**config.mk**
```make
export PLATFORM = sky130hd
export DESIGN_NAME = wrra
export DESIGN_NICKNAME = d
export VERILOG_FILES = /design/src/rtl/wrra.sv
export SDC_FILE = /design/constraint.sdc
export NUM_CORES = 1
export LEC_CHECK = 0
export CAP_MARGIN = 10
export CELL_PAD_IN_SITES_DETAIL_PLACEMENT = 1
export CELL_PAD_IN_SITES_GLOBAL_PLACEMENT = 2
export CORE_AREA = 2 2 45 88
export CTS_BUF_LIST = sky130_fd_sc_hd__clkbuf_4 sky130_fd_sc_hd__clkbuf_8
export DETAILED_ROUTE_END_ITERATION = 6
export DIE_AREA = 0 0 47 90
export PLACE_DENSITY = 0.75
export SLEW_MARGIN = 10
export SYNTH_ARGS = -nofsm -noshare
export SYNTH_HDL_FRONTEND = slang
export SYNTH_SLANG_ARGS = --single-unit
export TNS_END_PERCENT = 5
```
**constraint.sdc**
```tcl
create_clock -name clk -period 2.7 [get_ports clk]
set_clock_uncertainty 0.2 [all_clocks]
set_input_delay 0.81 -clock clk [delete_from_list [all_inputs] [get_ports clk]]
set_output_delay 0.81 -clock clk [all_outputs]
set_load 0.1 [all_outputs]
```
**src/rtl/wrra.sv**
```systemverilog
// Weighted round-robin arbiter: one owner at a time, held for up to its weight in cycles,
// with the next owner searched in rotating order starting after the current or most recent owner.
module wrra #(
    parameter int WIDTH        = 4,
    parameter int LOG2_WIDTH   = $clog2(WIDTH),
    parameter int WEIGHT_WIDTH = 4
) (
    input  logic                          clk,
    input  logic                          arst_n,
    input  logic [WIDTH-1:0]              request,
    input  logic [WIDTH*WEIGHT_WIDTH-1:0] weight,
    output logic [WIDTH-1:0]              grant,
    output logic                          grant_valid,
    output logic                          grant_last,
    output logic [LOG2_WIDTH-1:0]         state,
    output logic [WEIGHT_WIDTH-1:0]       credit
);

    logic [WEIGHT_WIDTH-1:0] eff_weight [WIDTH];

    logic [WIDTH-1:0]        grant_q, grant_d;
    logic [LOG2_WIDTH-1:0]   state_q, state_d;
    logic [WEIGHT_WIDTH-1:0] credit_q, credit_d;
    logic                    valid_q, last_q;

    logic [LOG2_WIDTH-1:0]   winner;
    logic [LOG2_WIDTH-1:0]   cand;
    logic                    found;
    logic                    rearb;

    // A zero weight still buys one cycle of ownership.
    generate
        for (genvar gi = 0; gi < WIDTH; gi++) begin : g_weight
            assign eff_weight[gi] = (weight[gi*WEIGHT_WIDTH +: WEIGHT_WIDTH] == '0)
                                  ? WEIGHT_WIDTH'(1)
                                  : weight[gi*WEIGHT_WIDTH +: WEIGHT_WIDTH];
        end
    endgenerate

    // Scan from farthest to nearest so the nearest hit after state_q wins.
    always_comb begin
        found  = 1'b0;
        winner = state_q;
        cand   = '0;
        for (int k = WIDTH; k >= 1; k--) begin
            cand = LOG2_WIDTH'((int'(state_q) + k) % WIDTH);
            if (request[cand]) begin
                found  = 1'b1;
                winner = cand;
            end
        end
    end

    assign rearb = !(|grant_q) || !request[state_q] || (credit_q == WEIGHT_WIDTH'(1));

    always_comb begin
        grant_d  = grant_q;
        state_d  = state_q;
        credit_d = credit_q;
        if (rearb) begin
            grant_d  = '0;
            credit_d = '0;
            if (found) begin
                grant_d[winner] = 1'b1;
                state_d         = winner;
                credit_d        = eff_weight[winner];
            end
        end else begin
            credit_d = credit_q - WEIGHT_WIDTH'(1);
        end
    end

    always_ff @(posedge clk or negedge arst_n) begin
        if (!arst_n) begin
            grant_q  <= '0;
            state_q  <= LOG2_WIDTH'(WIDTH - 1);
            credit_q <= '0;
            valid_q  <= 1'b0;
            last_q   <= 1'b0;
        end else begin
            grant_q  <= grant_d;
            state_q  <= state_d;
            credit_q <= credit_d;
            valid_q  <= |grant_d;
            last_q   <= (credit_d == WEIGHT_WIDTH'(1));
        end
    end

    assign grant       = grant_q;
    assign grant_valid = valid_q;
    assign grant_last  = last_q;
    assign state       = state_q;
    assign credit      = credit_q;

endmodule

```
Yosys cells after proc, flatten, opt, wreduce, memory -nomap -nowiden
Cells that the tools add are included.
{"block": "totals", "out_inout_bits": 12, "reg_bits": 12}
{"block": "classes", "reduce_logical": 12, "magnitude_cmp": 8, "muxes": 31, "addsub": 5, "eq_ne": 2, "bitwise_logic": 1}
{"op": "$mux 4", "n": 10}
{"op": "$lt 2x3->1 const B", "n": 6}
{"op": "$logic_not 4->1", "n": 4}
{"op": "$bmux 1 s2", "n": 5}
{"op": "$mux 1", "n": 10}
{"op": "$bmux 4 s2", "n": 1}
{"op": "$eq 4x1->1 const B", "n": 2}
{"op": "$mux 2", "n": 4}
{"op": "$reduce_or 4->1", "n": 2}
{"op": "$add 2x1->2 const B", "n": 2}
{"op": "$add 2x2->2 const B", "n": 2}
{"op": "$sub 4x1->4 const B", "n": 1}
{"op": "$ge 3x3->1 const B", "n": 1}
{"op": "$not 2->3", "n": 1}
{"op": "$demux 1 s2", "n": 1}
{"op": "$ge 2x1->1 const B", "n": 1}
{"op": "$logic_not 1->1", "n": 2}
{"op": "$logic_or 1x1->1", "n": 2}
{"op": "$reduce_and 2->1", "n": 1}
{"op": "$logic_and 1x1->1", "n": 1}

Logic depth before layout (Yosys ltp)
{"block": "logic_depth", "depth_word": 14, "mapped_depth": 10}

Least setup slack after synthesis
OpenSTA, ideal clock, no wires.
{"block": "synth_timing", "path_type": "flip-flop to flip-flop", "startpoint": "reg state_q[1], in the netlist state[1]", "endpoint": "reg last_q, in the netlist grant_last", "path_stages_with_launch": 9, "required_ns": 2.405, "setup_time_ns": 0.095, "path_slack_ns": -0.059, "t_arrival_ns": 2.463, "synth_period_minus_slack_ns": 2.759, "path_buffers": 1, "cell_sequence": "dfstp_2 > buf_2 > nor2_1 > o21a_1 > nor3_2 > mux2i_1 > a21oi_1 > a31o_1 > nor4b_2"}
{"block": "synth_between", "elab_chain_cells": 14}
{"element": "start, declared", "line": "22", "source": "logic [LOG2_WIDTH-1:0] state_q, state_d;"}
{"element": "start signal, assigned", "line": "76", "source": "state_q <= LOG2_WIDTH'(WIDTH - 1);"}
{"element": "start signal, assigned", "line": "82", "source": "state_q <= state_d;"}
{"element": "$add 2x1->2", "line": "46", "source": "cand = LOG2_WIDTH'((int'(state_q) + k) % WIDTH);"}
{"element": "$bmux 1 s2", "line": "47", "source": "if (request[cand]) begin"}
{"element": "$mux 1 (not written as such)", "line": "47"}
{"element": "$mux 2 (4 in series)", "line": "47"}
{"element": "$not 2->3 (not written as such)", "line": "66", "source": "credit_d = eff_weight[winner];"}
{"element": "$bmux 4 s2", "line": "66"}
{"element": "$mux 4 (not written as such) (2 in series)", "line": "66"}
{"element": "$mux 4", "line": "63", "source": "if (found) begin"}
{"element": "$mux 4 *", "line": "60", "source": "if (rearb) begin"}
{"element": "named net credit_d[3]", "line": "23", "source": "logic [WEIGHT_WIDTH-1:0] credit_q, credit_d;"}
{"element": "$eq 4x1->1 *", "line": "85", "source": "last_q <= (credit_d == WEIGHT_WIDTH'(1));"}
{"element": "end signal, assigned", "line": "85"}
{"element": "end, declared", "line": "24", "source": "logic valid_q, last_q;"}
The timed path passes the listed nets; every way through them passes the cells marked *. The select of a mux whose other input is x is not followed.
A chain may end at the register's enable or synchronous reset.

Final worst setup path
{"block": "layout_timing", "startpoint": "in request[0]", "endpoint": "reg last_q, in the netlist grant_last"}
{"block": "layout_between", "elab_chain_cells": 13}
{"element": "start, declared", "line": "10", "source": "input logic [WIDTH-1:0] request,"}
{"element": "$bmux 1 s2", "line": "47"}
{"element": "$mux 1 (not written as such)", "line": "47"}
{"element": "$mux 2 (4 in series)", "line": "47"}
{"element": "$not 2->3 (not written as such)", "line": "66"}
{"element": "$bmux 4 s2", "line": "66"}
{"element": "$mux 4 (not written as such) (2 in series)", "line": "66"}
{"element": "$mux 4", "line": "63"}
{"element": "$mux 4 *", "line": "60"}
{"element": "named net credit_d[1]", "line": "23"}
{"element": "$eq 4x1->1 *", "line": "85"}
Marks and branches as above.

==> tab_implementation.tex <==
\begin{tabular}{lr}
\hline
Metric & Value \\
\hline
\multicolumn{2}{l}{\textbf{Cells and area}} \\
Fill cell count & 428 \\
Final core occ & 42.0\% \\
Layout area overhead & 74.3\% \\
Count of non-filler cells in the finished layout & 197 \\
Post-route standard cell area excluding fillers & 1500 um\^{}2 \\
Number of antenna diodes & 0 \\
Share of post-route cells with drive strength above 1 & 38.5\% \\
Net count, final & 173 \\
\multicolumn{2}{l}{\textbf{Floorplan}} \\
Die area & 4230 um\^{}2 \\
Initial Util & 24.1\% \\
Standard cell core area & 3570 um\^{}2 \\
Boundary pin count & 34 \\
Floorplan die width & 47 um \\
Vert. Die Dim & 90 um \\
Number of placement rows & 31 \\
\multicolumn{2}{l}{\textbf{Logic synthesis}} \\
Count of flip-flops with a built-in enable after synthesis & 0 \\
Synthesized area divided by synthesized cell count & 9.46 um\^{}2 \\
Warning count from the yosys run & 0 \\
Syn Inst Count & 91 \\
Netlist Area Pre-Place & 861 um\^{}2 \\
Post-synthesis net count & 115 \\
Flip-flop cell with the highest count after synthesis & dfrtp\_1 \\
Post-synthesis sequential element count & 12 \\
Async SR Flop Fraction & 100\% \\
Netlist cell types & 40 \\
Post-synthesis sequential area ratio & 35.2\% \\
\multicolumn{2}{l}{\textbf{Routing}} \\
Antenna violation net count after detailed routing & 0 \\
Routed wire length & 2930 um \\
Number of DRC markers after the initial detailed-route iteration & 13 \\
Number of vias in the routed layout & 941 \\
Via-per-instance ratio & 4.78 \\
Number of remaining DRC errors & 0 \\
Routed len/inst & 14.9 um \\
Iteration count of the initial detailed-routing pass & 4 \\
\multicolumn{2}{l}{\textbf{Critical path}} \\
Maximum fanout encountered on the critical timing path & 7 \\
Largest incremental delay on the critical path & 0.39 ns \\
FF-to-FF End & grant\_last \\
CP startpoint kind & input port \\
Setup slack on the worst flop-to-flop path & 0.29 ns \\
Critical path arrival & 2.48 ns \\
Critical path's slowest cell & a211o\_1 \\
Worst Reg2Reg Path Length in Cells & 8 \\
Setup crit end kind & register \\
Kind of cell with the highest combined delay on the critical path & compound AO/OA/AOI/OAI gates \\
Critical register-to-register path startpoint & state[0] \\
Number of buffer and inverter stages on the critical path & 3 \\
Worst path cell trace & dlygate4sd2\_1 -> o21ai\_1 -> o21ai\_0 -> a211o\_1 -> buf\_4 -> buf\_4 -> a211o\_1 -> o21ai\_2 -> nor4b\_4 \\
Critical path class & input port to register \\
Crit path required time & 2.62 ns \\
\multicolumn{2}{l}{\textbf{Clock tree}} \\
Number of buffers created by CTS & 3 \\
\# clock sinks & 12 \\
Clock-pin slew on the worst setup and hold paths & 0.05 ns \\
CTS tree & done \\
Insertion delay to the later sink of the worst-skew pair & 0.24 ns \\
CTS Buffer Depth & 2 \\
Clock root cell & clkbuf\_8 \\
Number of levels the H-tree was split into & 1 \\
\multicolumn{2}{l}{\textbf{Timing}} \\
Maximum achievable frequency & 390 MHz \\
RSZ-0062 raised after global routing & no \\
Minimum setup slack in the final design & 0.133 ns \\
Fraction of the cycle the final worst path needs & 95.1\% \\
Slew of the pin with the lowest slew margin & 0.564 ns \\
Setup-failing EPs final & 0 \\
Relative slew slack & 62.3\% \\
Count of final hold-check violations & 0 \\
Tmin final & 2.57 ns \\
Number of pins with negative max-slew slack in the final report & 0 \\
\multicolumn{2}{l}{\textbf{Min path}} \\
Hold wc startpoint & grant[1] \\
Worst hold stages & 2 \\
Worst hold path endpoint & grant[1] \\
Class of the tightest hold or removal check & register to register \\
\multicolumn{2}{l}{\textbf{Placement}} \\
Placement-stage worst setup slack & -0.476 ns \\
Number of port buffers & 33 \\
Final RePlAce weighted congestion & 0.757 \\
DP Cell Count & 190 \\
HPWL Detailed & 2480 um \\
Placed instance area & 1390 um\^{}2 \\
\multicolumn{2}{l}{\textbf{GRT}} \\
First-pass GRT wire length & 4820 um \\
Number of antenna violations at the first check in global routing & 0 \\
Gr usage total & 15.6\% \\
Via count of the first global-routing pass & 1039 \\
Congestion Overflow GR & 0 \\
Pin count of the biggest net entering global routing & 13 \\
\multicolumn{2}{l}{\textbf{Status}} \\
Run status & finished clean \\
\multicolumn{2}{l}{\textbf{Job}} \\
Number of maximum-capacitance violations & 0 \\
\hline
\end{tabular}
==> cell usage after synthesis (all sizes together) (2+ instances only) <==
master / instances / area (um^2)
dfrtp: 10 / 250
nor2: 8 / 30.0
mux2i: 6 / 60.1
nor3: 6 / 35.0
o21ai: 6 / 30.0
a21oi: 5 / 25.0
nand2: 5 / 18.8
inv: 4 / 15.0
nand2b: 3 / 18.8
o2bb2ai: 3 / 26.3
a211o: 2 / 17.5
a21o: 2 / 15.0
buf: 2 / 16.3
dfstp: 2 / 52.6
ha: 2 / 25.0
o21a: 2 / 15.0
o22ai: 2 / 12.5
or4: 2 / 15.0
==> cell type report <==
class,count,area [um^2],share of cell area [%]
Clock buffer,4,55.1,3.67
Inverter,4,15.0,1.00
Multi-Input combinational cell,72,564,37.6
Sequential cell,12,307,20.4
Tap cell,49,61.3,4.09
Timing Repair Buffer,56,498,33.2
==> through the flow <==
step	hold slack, ns	setup TNS [ns]
CTS	0.330	0
finish	0.322	0
detailed placement	0.318	-2.94
floorplan	0.314	0
global route	0.382	0
global placement	0.294	-2.69
==> layout by cell type, fill, tap and decap left out, types with 2 or more instances in the layout <==
master,synthesis,layout
nor3_1,5,5
nor2_1,8,8
nand2_1,5,5
a211o_1,2,2
ha_1,2,2
clkdlybuf4s50_1,0,17
a21o_1,2,2
clkbuf_8,0,4
buf_4,0,32
o21a_1,2,2
nand2b_1,3,3
or4_1,2,2
clkbuf_2,0,2
o21ai_0,4,3
inv_1,4,4
mux2i_1,6,6
dlygate4sd2_1,0,2
dfrtp_1,10,10
o2bb2ai_1,3,3
a21oi_1,5,4
o21ai_2,0,2
buf_12,0,3
==> logic make-up (layout without fill, tap and decap cells) <==
family,count (synthesis),count (layout),share of synthesized area [%]
AOI/OAI and AO/OA,29,29,25.1
xor gates and xnor gates,1,1,1.02
adders and majority gates,2,2,2.91
buffers and inverters,7,64,4.07
DFF,12,12,35.2
muxes,7,7,9.59
and+or+nand+nor,33,33,22.1
==> flip-flops by register name, summed over array words and instances (netlist names) <==
name,count
state,2
grant_last,1
grant,4
credit,4
grant_valid,1
==> worst reg2reg max path, stage by stage, from the launching register on <==
cell and delay [ns]:
dfstp_2 0.65, nand2b_1 0.19, nor2_1 0.09, nor3_2 0.26, buf_12 0.15, mux2i_1 0.20, a21oi_1 0.10, a31o_1 0.24
nor4b_4 0.24
==> layer usage <==
layer	global-route usage (%)	share of wire (%)	wire [um]
met5	0	0	0
met4	6.25	1.2	35
met3	1.81	3.0	87
met2	28.1	59	1730
met1	16.8	37	1080
==> how the worst max path moves through the flow <==
stage | depth (start not counted) | from | end | slack (ns)
finish | 9 | request[0] | grant_last | 0.13
global route | 10 | request[0] | grant_last | 0.02
CTS | 10 | request[2] | grant_last | 0.04
detailed placement | 9 | request[2] | grant_last | -0.48
global placement | 10 | request[1] | grant_last | -0.46
floorplan | 8 | state[0] | grant_last | 0.02
==> timing repair <==
action	4_1_cts	5_1_grt
hold buffers	0	0
gates resized for setup	6	12
pin swaps	2	3
endpoints found under the setup margin	6	2
setup buffers	3	0
Power is not shown: default switching activity piles up to over one toggle a cycle in this logic, so the estimate is an artifact.
